[config.mk]
export PLATFORM = sky130hd
export DESIGN_NAME = module_bin_to_bcd_seq
export DESIGN_NICKNAME = d
export VERILOG_FILES = /design/src/rtl/module_bin_to_bcd_seq.sv
export SDC_FILE = /design/constraint.sdc
export NUM_CORES = 1
export LEC_CHECK = 0
export ABC_AREA = 1
export BUFFER_PORTS_ARGS = -buffer_cell sky130_fd_sc_hd__buf_2
export CAP_MARGIN = 20
export CORE_ASPECT_RATIO = 1.5
export CORE_MARGIN = 2
export CORE_UTILIZATION = 45
export CTS_CLUSTER_DIAMETER = 120
export DETAILED_ROUTE_END_ITERATION = 12
export PLACE_DENSITY = 0.61
export SYNTH_ARGS = -nofsm -noshare
export SYNTH_HDL_FRONTEND = slang
export SYNTH_SLANG_ARGS = --single-unit
[constraint.sdc]
create_clock -name i_clk -period 1.6 [get_ports i_clk]
set_clock_uncertainty 0.2 [all_clocks]
set_input_delay 0.48 -clock i_clk [delete_from_list [all_inputs] [get_ports i_clk]]
set_output_delay 0.48 -clock i_clk [all_outputs]
set_load 0.02 [all_outputs]
[src/rtl/module_bin_to_bcd_seq.sv]
// module_bin_to_bcd_seq: iterative double-dabble binary-to-BCD converter; BIN2BCD_BLANK_EN enables the leading-zero blank mask
module module_bin_to_bcd_seq #(
    parameter int BIN_W  = 12,
    parameter int DIGITS = 4
) (
    input  logic                  i_clk,
    input  logic                  i_rst,
    input  logic                  i_start,
    input  logic [BIN_W-1:0]      i_bin,
    output logic                  o_busy,
    output logic                  o_done,
    output logic [4*DIGITS-1:0]   o_bcd,
    output logic [DIGITS-1:0]     o_blank
);
    localparam int CW = $clog2(BIN_W);
    typedef enum logic [1:0] {IDLE, SHIFT, DONE} state_t;
    state_t                r_state, w_state_nxt;
    logic [BIN_W-1:0]      r_shift;
    logic [4*DIGITS-1:0]   r_work, w_adj, w_work_nxt, r_bcd;
    logic [CW-1:0]         r_cnt;
    logic                  w_load, w_last;
    always_comb begin
        w_adj = '0;
        for (int k = 0; k < DIGITS; k++)
            w_adj[4*k+:4] = r_work[4*k+:4] >= 4'd5 ? r_work[4*k+:4] + 4'd3 : r_work[4*k+:4];
    end
    // the top bit of the adjusted value falls off the shift; it is always zero when 10^DIGITS >= 2^BIN_W
    assign w_work_nxt = (w_adj << 1) | {{(4*DIGITS-1){1'b0}}, r_shift[BIN_W-1]};
    assign w_load     = (r_state != SHIFT) && i_start;
    assign w_last     = (r_state == SHIFT) && (r_cnt == '0);
    always_comb begin
        w_state_nxt = IDLE;
        if (w_load)
            w_state_nxt = SHIFT;
        else if (r_state == SHIFT)
            w_state_nxt = w_last ? DONE : SHIFT;
    end
    always_ff @(posedge i_clk) begin
        if (i_rst) begin
            r_state <= IDLE;
            r_shift <= '0;
            r_work  <= '0;
            r_cnt   <= '0;
            r_bcd   <= '0;
        end else begin
            r_state <= w_state_nxt;
            if (w_load) begin
                r_shift <= i_bin;
                r_work  <= '0;
                r_cnt   <= CW'(BIN_W-1);
            end else if (r_state == SHIFT) begin
                r_shift <= r_shift << 1;
                r_work  <= w_work_nxt;
                r_cnt   <= r_cnt - 1'b1;
            end
            if (w_last)
                r_bcd <= w_work_nxt;
        end
    end
    assign o_busy = (r_state == SHIFT);
    assign o_done = (r_state == DONE);
    assign o_bcd  = r_bcd;
`ifdef BIN2BCD_BLANK_EN
    logic [DIGITS-1:0] r_blank, w_blank;
    logic              w_zero;
    always_comb begin
        w_blank = '0;
        w_zero  = 1'b1;
        for (int k = DIGITS-1; k >= 1; k--) begin
            w_zero     = w_zero && (w_work_nxt[4*k+:4] == 4'd0);
            w_blank[k] = w_zero;
        end
    end
    always_ff @(posedge i_clk) begin
        if (i_rst)
            r_blank <= '0;
        else if (w_last)
            r_blank <= w_blank;
    end
    assign o_blank = r_blank;
`else
    assign o_blank = '0;
`endif
endmodule

# Word-level counts from Yosys, hierarchy flattened
# Index checks and enable logic that the tools add are counted.
# W data, S select, Z words.
[totals]
in_bits = 15
rom_bits = 0
elab_cells = 38
output_inout_bits = 22
mem_bits_rw = 0
n_memories = 0
regBits = 50
latchBits = 0
[op_classes]
n_addsub = 5
n_mux = 11
div_mod_pow = 0
shift = 0
n_reduce_logical = 6
n_eq_ne = 3
order_cmp = 4
mul = 0
bitwise_logic = 2
[ops]
columns = ["operator", "count"]
rows = [
  ["$mux W12", 2],
  ["$mux W4", 5],
  ["$ge A4 B3 Y1 const B", 4],
  ["$or A16 B1 Y16", 1],
  ["$add A4 B2 Y4 const B", 3],
  ["$logic_not A4 Y1", 1],
  ["$sub A4 B1 Y4 const B", 1],
  ["$add A3 B2 Y3 const B", 1],
  ["$mux W3", 1],
  ["$reduce_or A3 Y1", 1],
  ["$eq A2 B1 Y1 const B", 1],
  ["$eq A2 B2 Y1 const B", 1],
  ["$logic_and A1 B1 Y1", 2],
  ["$mux W1", 2],
  ["$mux W2", 1],
  ["$ne A2 B1 Y1 const B", 1],
  ["$reduce_bool A2 Y1", 1],
  ["$reduce_or A2 Y1", 1],
  ["$not A1 Y1", 1],
]

# Depth between registers and ports, before layout
# Gate-level depths: netlist of the first run.
[depth]
word_depth = 5
ltp_mapped = 9
ltp_nobuf = 9

# Least setup slack after synthesis of the first run
# Ideal clock, no wire load.
[synth_timing]
path_type = "register to output"
start = "register r_state[0]"
end = "output o_busy"
path_stages_with_launch = 4
setup_slack_ps = 150
required_time_ps = 920
n_path_buf = 1
arrival_time_ps = 770
cell_sequence = "dfxtp_1 -> inv_1 -> nor2_4 -> buf_2"
[synth_via]
elab_chain_cells = 1
[synth_rtl]
columns = ["item", "line_no", "source"]
rows = [
  ["start: declaration", "17", "state_t r_state, w_state_nxt;"],
  ["start signal: assignment", "46", "r_state <= w_state_nxt;"],
  ["$eq A2 B1 Y1", "60", "assign o_busy = (r_state == SHIFT);"],
  ["end: declaration", "10", "output logic o_busy,"],
]
# No other way between the ends.

# Worst setup path in the final report of the first run
# Ends and elaborated chain as after synthesis.

==> results.md, run 1 <==
* Vertical extent of the die at 95.8 um
* Number of global-route vias before repair at 2,129
* Synthesis Warnings at 0
* Required time of the critical path at 920 ps
* CTS sink cnt at 50
* Pin count of the biggest net entering global routing at 20
* Total GRT Usage at 18.7%
* Final setup slack of the worst path at -38.4 ps
* Detailed-router iteration count before antenna repair at 4
* Hold violation count in the final report at 0
* Iteration-0 DRC Markers at 92
* Maximum achievable frequency at 610 MHz
* Fraction of layout cells with a size suffix above 1 at 17.4%
* Combinational group share of total power at 17.9%
* Number of antenna violations at the first check in global routing at 0
* Clock Pin Slew Worst Setup and Hold Paths at 90 ps
* Gate Count Post-Synth at 374
* Violated checks: negative setup slack
* Max Slew Vio Count at 0
* Multi-input gate area at 0.00120 mm^2
* Final estimated routing congestion in global placement at 0.789
* GR Overflow Total at 0
* Distinct cells, synth at 21
* DRT Wirelength at 5190 um
* Final layout net count at 438
* Status: finished with violations
* Beginning of the critical path: r_state[0]$_SDFF_PP0_
* Post-DP HPWL at 3840 um
* Number of max-capacitance violations reported at 0
* Clock latency of the later-clocked register in the worst-skew pair at 300 ps
* Core area at 0.00545 mm^2
* Number of enable-type register cells in the synthesized netlist at 0
* Count of cells along the worst register-to-register path at 8
* Reported net switching power at 769 uW
* Die boundary width at 65.2 um
* Number of H-tree levels at 2
* TritonCTS buffer count at 5
* Share of the yosys chip area belonging to registers at 39.6%
* Path type of the worst setup path: reg2out
* Min Tclk post-route at 1640 ps
* Area growth from synthesis to final layout at 14.9%
* Most instantiated library cell after synthesis: sky130_fd_sc_hd__nand2_1
* Area enclosed by the die boundary at 0.00624 mm^2
* Starting Density at 46.3%
* Most frequently used flop master after synthesis: sky130_fd_sc_hd__dfxtp_1
* Flop and latch count out of synthesis at 50
* CP startpoint kind: flop
* Count of vias placed by the detailed router at 2,260
* Number of hold buffers added after cts at 0
* Number of antenna repair diodes at 0
* DP Cell Count at 473
* Average via count per standard cell at 4.68
* Detailed-route DRC error count at 0
* Power Dens Cells at 954 mW/mm^2
* Fraction of synthesis flops using an asynchronous set or reset pin at 0%
* Internal power at 2000 uW
* Total chip power at 2770 uW
* Clock Path Buffers at 2
* Unrepaired setup endpoints after global routing: yes
* TritonCTS clock tree: built
* Minimum setup slack after placement at 27.8 ps
* Number of nets with antenna violations after routing at 0
* Core Rows at 33
* Clock power share at 33.0%
* Routed length per placed instance at 10.7 um
* Sequential power share at 49.1%
* Leading post-synthesis cells by cell area: sky130_fd_sc_hd__dfxtp_1 40%, sky130_fd_sc_hd__nand2_1 21%, sky130_fd_sc_hd__inv_1 7.9%, sky130_fd_sc_hd__nand3_1 6.3%, sky130_fd_sc_hd__ha_1 5.0%
* Netlist Area Pre-Place at 0.00253 mm^2
* Leakage dissipation at 0.00160 uW
* Critical path destination: o_busy
* Nature of the critical path endpoint: output pin
* Final worst path period share at 102%
* Crit Reg-Reg Startpoint: r_cnt[0]$_SDFFE_PP0P_
* Cell taking the most area after synthesis: sky130_fd_sc_hd__dfxtp_1
* Port Buffers at 32
* Final standard cell count with taps included and fillers excluded at 483
* Yosys top cell area share at 39.6%
* Layout filler cell count at 586
* Avg Cell Area, Syn at 6.75 um^2
* Sequential cell area at 0.00101 mm^2
* First-pass GRT wire length at 9140 um
* Root Buffer Master: sky130_fd_sc_hd__clkbuf_8
* Crit Reg-Reg Endpoint: o_bcd[15]$_SDFFE_PP0P_
* Register-to-register setup slack at 110 ps
* Number of primary I/O pins at 37
* Net switching share of the total power at 27.8%
* WP data arrival at 960 ps
* Biggest fanout along the worst timing path at 3
* VDD IR-drop max at 0.000644 V
* Final number of setup-violating endpoints at 2
* Type of the tightest min-delay check: in2reg
* Most frequent cells after synthesis: 144 x sky130_fd_sc_hd__nand2_1, 53 x sky130_fd_sc_hd__inv_1, 50 x sky130_fd_sc_hd__dfxtp_1, 32 x sky130_fd_sc_hd__nand3_1, 17 x sky130_fd_sc_hd__nor2_1
flip-flops by register name, indices dropped and copies added, names as in the netlist:
register / cells
o_bcd: 16
r_work: 16
r_shift: 12
r_cnt: 4
r_state: 2
logic make-up after synthesis:
kind of cell,count (synthesis),synth area share (%)
compound gates,30,6.24
buf+inv,72,13.4
simple gates,211,35.6
fa+ha+maj,10,4.95
flops,50,39.6
other cells,1,0.148
timing repair:
| item | 4_1_cts | 5_1_grt |
|---|---|---|
| gates resized for setup | 6 | 10 |
| setup endpoints to repair | 3 | 26 |
| pin swaps | 2 | 2 |
| buffers inserted | 2 | 1 |
worst max-delay path, cell delays in order (launching register included):
cell	delay, ps
sky130_fd_sc_hd__dfxtp_2	370
sky130_fd_sc_hd__inv_2	50
sky130_fd_sc_hd__nor2_4	110
sky130_fd_sc_hd__buf_6	130
metal layers:
| metal | up-vias | GRT usage, % | routed length [um] |
|---|---|---|---|
| met5 | - | 0 | 0 |
| met4 | 0 | 5.73 | 81 |
| li1 | 1214 | - | - |
| met3 | 8 | 3.51 | 162 |
| met2 | 42 | 36.7 | 2790 |
| met1 | 996 | 19.6 | 2160 |
how the worst min path moves through the flow:
stage | from | end | slack, ps | depth (start not counted)
5_1_grt | i_rst | r_state[0]$_SDFF_PP0_ | 200 | 2
2_1_floorplan | r_shift[11]$_SDFFE_PP0P_ | o_bcd[0]$_SDFFE_PP0P_ | 240 | 2
6_report | i_rst | r_shift[0]$_SDFFE_PP0P_ | 190 | 2
4_1_cts | i_rst | r_shift[0]$_SDFFE_PP0P_ | 180 | 2
3_5_place_dp | o_bcd[9]$_SDFFE_PP0P_ | o_bcd[9]$_SDFFE_PP0P_ | 230 | 2
3_3_place_gp | o_bcd[10]$_SDFFE_PP0P_ | o_bcd[10]$_SDFFE_PP0P_ | 230 | 2
power by group through the flow:
stage	clock network [uW]	registers, uW	logic [uW]
after floorplan	0	1390	371
after global placement	0	1380	475
after detailed placement	0	1380	477
after CTS	947	1360	498
after global routing	994	1370	575
final	913	1360	497
cells in the final DEF, fill, tap and decap left out, types with 4 or more instances in the layout:
| cell | netlist | final |
|---|---|---|
| sky130_fd_sc_hd__ha_1 | 10 | 10 |
| sky130_fd_sc_hd__nand2_1 | 144 | 143 |
| sky130_fd_sc_hd__o21ai_0 | 10 | 10 |
| sky130_fd_sc_hd__nor2_1 | 17 | 16 |
| sky130_fd_sc_hd__a21oi_1 | 16 | 16 |
| sky130_fd_sc_hd__clkbuf_8 | 0 | 6 |
| sky130_fd_sc_hd__nand2_2 | 3 | 4 |
| sky130_fd_sc_hd__inv_2 | 3 | 6 |
| sky130_fd_sc_hd__dfxtp_2 | 0 | 4 |
| sky130_fd_sc_hd__nand4_1 | 8 | 8 |
| sky130_fd_sc_hd__buf_4 | 4 | 12 |
| sky130_fd_sc_hd__conb_1 | 1 | 4 |
| sky130_fd_sc_hd__nand3_1 | 32 | 32 |
| sky130_fd_sc_hd__nor2_4 | 4 | 4 |
| sky130_fd_sc_hd__buf_2 | 5 | 30 |
| sky130_fd_sc_hd__dfxtp_1 | 50 | 46 |
| sky130_fd_sc_hd__inv_1 | 53 | 50 |
stage by stage:
stage	setup TNS [ps]	hold WS, ps	area (um^2)	utilization [%]
after floorplan	0	238	2540	-
after global placement	0	232	2730	50.1
after detailed placement	0	235	2730	50.1
after CTS	-124	176	2880	52.9
after global routing	-157	199	2900	53.2
final	-59.0	191	2900	53.2
layout make-up:
cell class              instances  area share [%]
flip-flops and latches         50            34.7
inverters                      57            7.63
multi-input cells             255            41.4
well taps                      70            3.02
repair buffers                 44            9.36
clock inverters                 1            1.03
clock buffers                   6            2.85
Power figures use the tool's default switching activity.
==> run 2, diff against run 1 <==
- REMOVE_ABC_BUFFERS: unset -> 1
==> run 2 against run 1 <==
Compared with the run above: the flow still finishes with violations (negative setup slack); fmax rose by 0.47%; cell area fell by 0.17%; combinational power barely moved; cell count did not move; die area did not move; clock-buffer cell count rose by 1; critical endpoint is now o_done.
==> results.md, run 2 (same netlist as run 1, synthesis figures left out) <==
* First-pass GRT wire length at 9150 um
* Type of the tightest min-delay check: in2reg
* Detailed-router iteration count before antenna repair at 4
* Leading cell type in the layout, fill and taps excluded: sky130_fd_sc_hd__nand2_1
* Layout filler cell count at 608
* Final number of setup-violating endpoints at 2
* Post-DP HPWL at 3760 um
* Final layout net count at 437
* WP data arrival at 950 ps
* Max Slew Vio Count at 0
* Average via count per standard cell at 4.62
* CP startpoint kind: flop
* Area growth from synthesis to final layout at 14.7%
* Core Rows at 33
* Commonest non-fill, non-tap cells in the layout: 142 x sky130_fd_sc_hd__nand2_1, 52 x sky130_fd_sc_hd__inv_1, 44 x sky130_fd_sc_hd__dfxtp_1
* Critical path destination: o_done
* Final setup slack of the worst path at -30.7 ps
* Number of primary I/O pins at 37
* Number of nets with antenna violations after routing at 0
* Starting Density at 46.3%
* Final estimated routing congestion in global placement at 0.828
* Number of max-capacitance violations reported at 0
* Beginning of the critical path: r_state[1]$_SDFF_PP0_
* Number of hold buffers added after cts at 0
* Setup tns final at -36.4 ps
* Met1 Usage GRT at 20.0%
* Clock Pin Slew Worst Setup and Hold Paths at 90 ps
* Number of H-tree levels at 2
* DRT Wirelength at 5060 um
* Routed length per placed instance at 10.5 um
* Met3 demand-to-capacity share in global routing at 4.33%
* TritonCTS buffer count at 5
* Hold violation count in the final report at 0
* CTS sink cnt at 50
* Status: finished with violations
* TritonCTS clock tree: built
* Total GRT Usage at 18.6%
* Violated checks: negative setup slack
* Area enclosed by the die boundary at 0.00624 mm^2
* Power Dens Cells at 902 mW/mm^2
* Busiest grt layer: met2
* Nature of the critical path endpoint: output pin
* Number of antenna violations at the first check in global routing at 0
* Die boundary width at 65.2 um
* Number of antenna repair diodes at 0
* Crit Reg-Reg Startpoint: r_cnt[0]$_SDFFE_PP0P_
* Clock Path Buffers at 2
* Unrepaired setup endpoints after global routing: yes
* Fraction of layout cells with a size suffix above 1 at 17.4%
* Count of vias placed by the detailed router at 2,232
* Crit Reg-Reg Endpoint: o_bcd[15]$_SDFFE_PP0P_
* Fin area at 0.00290 mm^2
* GR Overflow Total at 0
* Clock latency of the later-clocked register in the worst-skew pair at 300 ps
* Port Buffers at 32
* Pin count of the biggest net entering global routing at 17
* Detailed-route DRC error count at 0
* Root Buffer Master: sky130_fd_sc_hd__clkbuf_8
* Vertical extent of the die at 95.8 um
* Leakage dissipation at 0.00159 uW
* Iteration-0 DRC Markers at 74
* Path type of the worst setup path: reg2out
* VDD IR-drop max at 0.000461 V
* Count of cells along the worst register-to-register path at 8
* Met2 GRT Util at 35.4%
* Register-to-register setup slack at 100 ps
* Maximum achievable frequency at 613 MHz
* Core area at 0.00545 mm^2
* Standard cell area after detailed placement at 0.00274 mm^2
* Required time of the critical path at 920 ps
* Min Tclk post-route at 1630 ps
* Number of global-route vias before repair at 2,195
* Final worst path period share at 102%
* Biggest fanout along the worst timing path at 2
==> run 2: metrics by stage <==
stage	hold WS, ps	worst slack (ps)	util [%]	std cells	total power, uW
5_1_grt	226	-75.1	53.1	483	2800
6_report	224	-30.7	53.1	483	2610
3_5_place_dp	238	43.7	50.2	472	1860
2_1_floorplan	238	51.3	-	362	1710
3_3_place_gp	233	91.7	50.2	472	1860
4_1_cts	211	-58.8	52.5	482	2650
==> run 2: power breakdown <==
group	switching (uW)	internal (uW)	total (uW)
clock	407	350	757
sequential	45.7	1310	1360
combinational	308	187	495
total	760	1850	2610
==> run 2: repair_timing <==
action / CTS / global route
resized for setup: 8 / 11
endpoints found under the setup margin: 2 / 27
endpoints found under the hold margin: 0 / 0
buffers inserted: 2 / 1
pin swaps: 2 / 2
==> run 2: area by class of cell <==
| type | instances | area (um^2) | share of cell area (%) |
|---|---|---|---|
| multi-input combinational | 255 | 1200 | 41.6 |
| timing repair buffer | 43 | 280 | 9.68 |
| clock buffer | 7 | 86.3 | 2.98 |
| tap | 70 | 87.6 | 3.02 |
| inverter | 57 | 221 | 7.65 |
| clock inverter | 1 | 5.00 | 0.173 |
| sequential | 50 | 1010 | 34.9 |
==> run 2: metal layers <==
metal	vias to the layer above	wire (um)
met5	-	0
met4	0	63
li1	1214	-
met1	971	2150
met3	6	220
met2	41	2620
==> run 2: critical path, stage by stage, from the launching register on <==
cell and delay (ps):
sky130_fd_sc_hd__dfxtp_2 370, sky130_fd_sc_hd__inv_2 50, sky130_fd_sc_hd__nor2_2 110, sky130_fd_sc_hd__buf_6 130
==> run 2: worst min path at each step <==
stage | start | to | slack (ps) | cells after the start
after floorplan | r_shift[0]$_SDFFE_PP0P_ | r_shift[0]$_SDFFE_PP0P_ | 240 | 2
after global placement | o_bcd[8]$_SDFFE_PP0P_ | o_bcd[8]$_SDFFE_PP0P_ | 230 | 2
after detailed placement | o_bcd[6]$_SDFFE_PP0P_ | o_bcd[6]$_SDFFE_PP0P_ | 240 | 2
after CTS | i_bin[0] | r_shift[0]$_SDFFE_PP0P_ | 210 | 3
after global routing | i_bin[0] | r_shift[0]$_SDFFE_PP0P_ | 230 | 3
final | i_bin[0] | r_shift[0]$_SDFFE_PP0P_ | 220 | 3
==> run 3, diff against run 2 <==
- CTS_BUF_LIST: unset -> sky130_fd_sc_hd__clkbuf_8
- CTS_CLUSTER_SIZE: unset -> 28
==> run 3 against run 2 <==
Compared with the run above: the flow still finishes with violations (negative setup slack); register-to-register slack barely moved; combinational power barely moved; non-clock buffer count did not move; power fell by 0.23%; fmax did not move; clock-buffer cell count fell by 1; wire length did not move; via count did not move; core utilization did not move; global-route usage did not move.
==> results.md, run 3 (same netlist as run 1, synthesis figures left out) <==
* CTS sink cnt at 50
* Status: finished with violations
* Setup tns final at -36.4 ps
* Vertical extent of the die at 95.8 um
* Final estimated routing congestion in global placement at 0.828
* Sequential cell area at 0.00101 mm^2
* Multi-input gate area at 0.00120 mm^2
* Total GRT Usage at 18.6%
* Register-to-register setup slack at 100 ps
* Root Buffer Master: sky130_fd_sc_hd__clkbuf_8
* Fraction of layout cells with a size suffix above 1 at 17.4%
* Type of the tightest min-delay check: in2reg
* Core Rows at 33
* Nature of the critical path endpoint: output pin
* Number of H-tree levels at 2
* DRT Wirelength at 5060 um
* Min Tclk post-route at 1630 ps
* Count of vias placed by the detailed router at 2,232
* Area growth from synthesis to final layout at 14.7%
* Final worst path period share at 102%
* Area enclosed by the die boundary at 0.00624 mm^2
* Leading cell type in the layout, fill and taps excluded: sky130_fd_sc_hd__nand2_1
* Total chip power at 2610 uW
* Clock latency of the later-clocked register in the worst-skew pair at 300 ps
* Number of nets with antenna violations after routing at 0
* Path type of the worst setup path: reg2out
* Unrepaired setup endpoints after global routing: yes
* Layout filler cell count at 608
* Power Dens Cells at 900 mW/mm^2
* Number of hold buffers added after cts at 0
* Number of antenna violations at the first check in global routing at 0
* Final setup slack of the worst path at -30.7 ps
* Fin area at 0.00290 mm^2
* Final number of setup-violating endpoints at 2
* Number of primary I/O pins at 37
* Number of max-capacitance violations reported at 0
* Commonest non-fill, non-tap cells in the layout: 142 x sky130_fd_sc_hd__nand2_1, 53 x sky130_fd_sc_hd__inv_1, 44 x sky130_fd_sc_hd__dfxtp_1
* Port Buffers at 32
* Required time of the critical path at 920 ps
* Post-DP HPWL at 3760 um
* Routed length per placed instance at 10.5 um
* VDD IR-drop max at 0.000461 V
* Worst Hold Margin at 224 ps
* Max Slew Vio Count at 0
* Biggest fanout along the worst timing path at 2
* Starting Density at 46.3%
* Leakage dissipation at 0.00159 uW
* Detailed-router iteration count before antenna repair at 4
* Iteration-0 DRC Markers at 74
* Hold violation count in the final report at 0
* Maximum achievable frequency at 613 MHz
* TritonCTS buffer count at 5
* Detailed-route DRC error count at 0
* Average via count per standard cell at 4.62
* CP startpoint kind: flop
* Standard cell area after detailed placement at 0.00274 mm^2
* Core area at 0.00545 mm^2
* Pin count of the biggest net entering global routing at 17
* Clock Pin Slew Worst Setup and Hold Paths at 90 ps
* Violated checks: negative setup slack
* TritonCTS clock tree: built
* First-pass GRT wire length at 9150 um
* Clock Path Buffers at 2
* Number of antenna repair diodes at 0
* Number of global-route vias before repair at 2,195
* Final layout net count at 437
* Die boundary width at 65.2 um
* WP data arrival at 950 ps
* Fin util at 53.1%
* GR Overflow Total at 0
## run 3: final timing paths
kind	from	endpoint	depth (start not counted)
max	r_state[1]$_SDFF_PP0_	o_done	3
min	i_bin[0]	r_shift[0]$_SDFFE_PP0P_	3
max reg2reg	r_cnt[0]$_SDFFE_PP0P_	o_bcd[15]$_SDFFE_PP0P_	8
min reg2reg	o_bcd[6]$_SDFFE_PP0P_	o_bcd[6]$_SDFFE_PP0P_	2
## run 3: worst max-delay path, cell delays in order (launching register included)
cell	delay, ps
sky130_fd_sc_hd__dfxtp_2	370
sky130_fd_sc_hd__inv_2	50
sky130_fd_sc_hd__nor2_2	110
sky130_fd_sc_hd__buf_6	130
## run 3: metal layers
layer | vias up | global-route usage, % | share of wire, %
met2 | 41 | 35.4 | 52
met4 | 0 | 5.90 | 1.2
li1 | 1214 | - | -
met3 | 6 | 4.33 | 4.4
met1 | 971 | 20.0 | 42
met5 | - | 0 | 0
## run 3: layout make-up
type	instances	area share, %
clock inverters	2	0.302
flip-flops and latches	50	34.9
inverters	57	7.65
well taps	70	3.02
clock buffers	6	2.85
repair buffers	43	9.68
multi-input cells	255	41.6
## run 3: where the power goes
group,internal (uW),switching (uW),total (uW)
Clock,343,407,751
Sequential,1310,45.7,1360
Combinational,187,308,495
## run 3: timing repair
item	4_1_cts	5_1_grt
pin swaps	2	2
setup endpoints to repair	2	27
setup buffers	2	1
hold endpoints to repair	0	0
gates resized for setup	8	11
## run 3: through the flow
stage | std cells | setup slack, ps
after floorplan | 362 | 51.3
after global placement | 472 | 91.7
after detailed placement | 472 | 43.7
after CTS | 482 | -58.8
after global routing | 483 | -75.1
final | 483 | -30.7
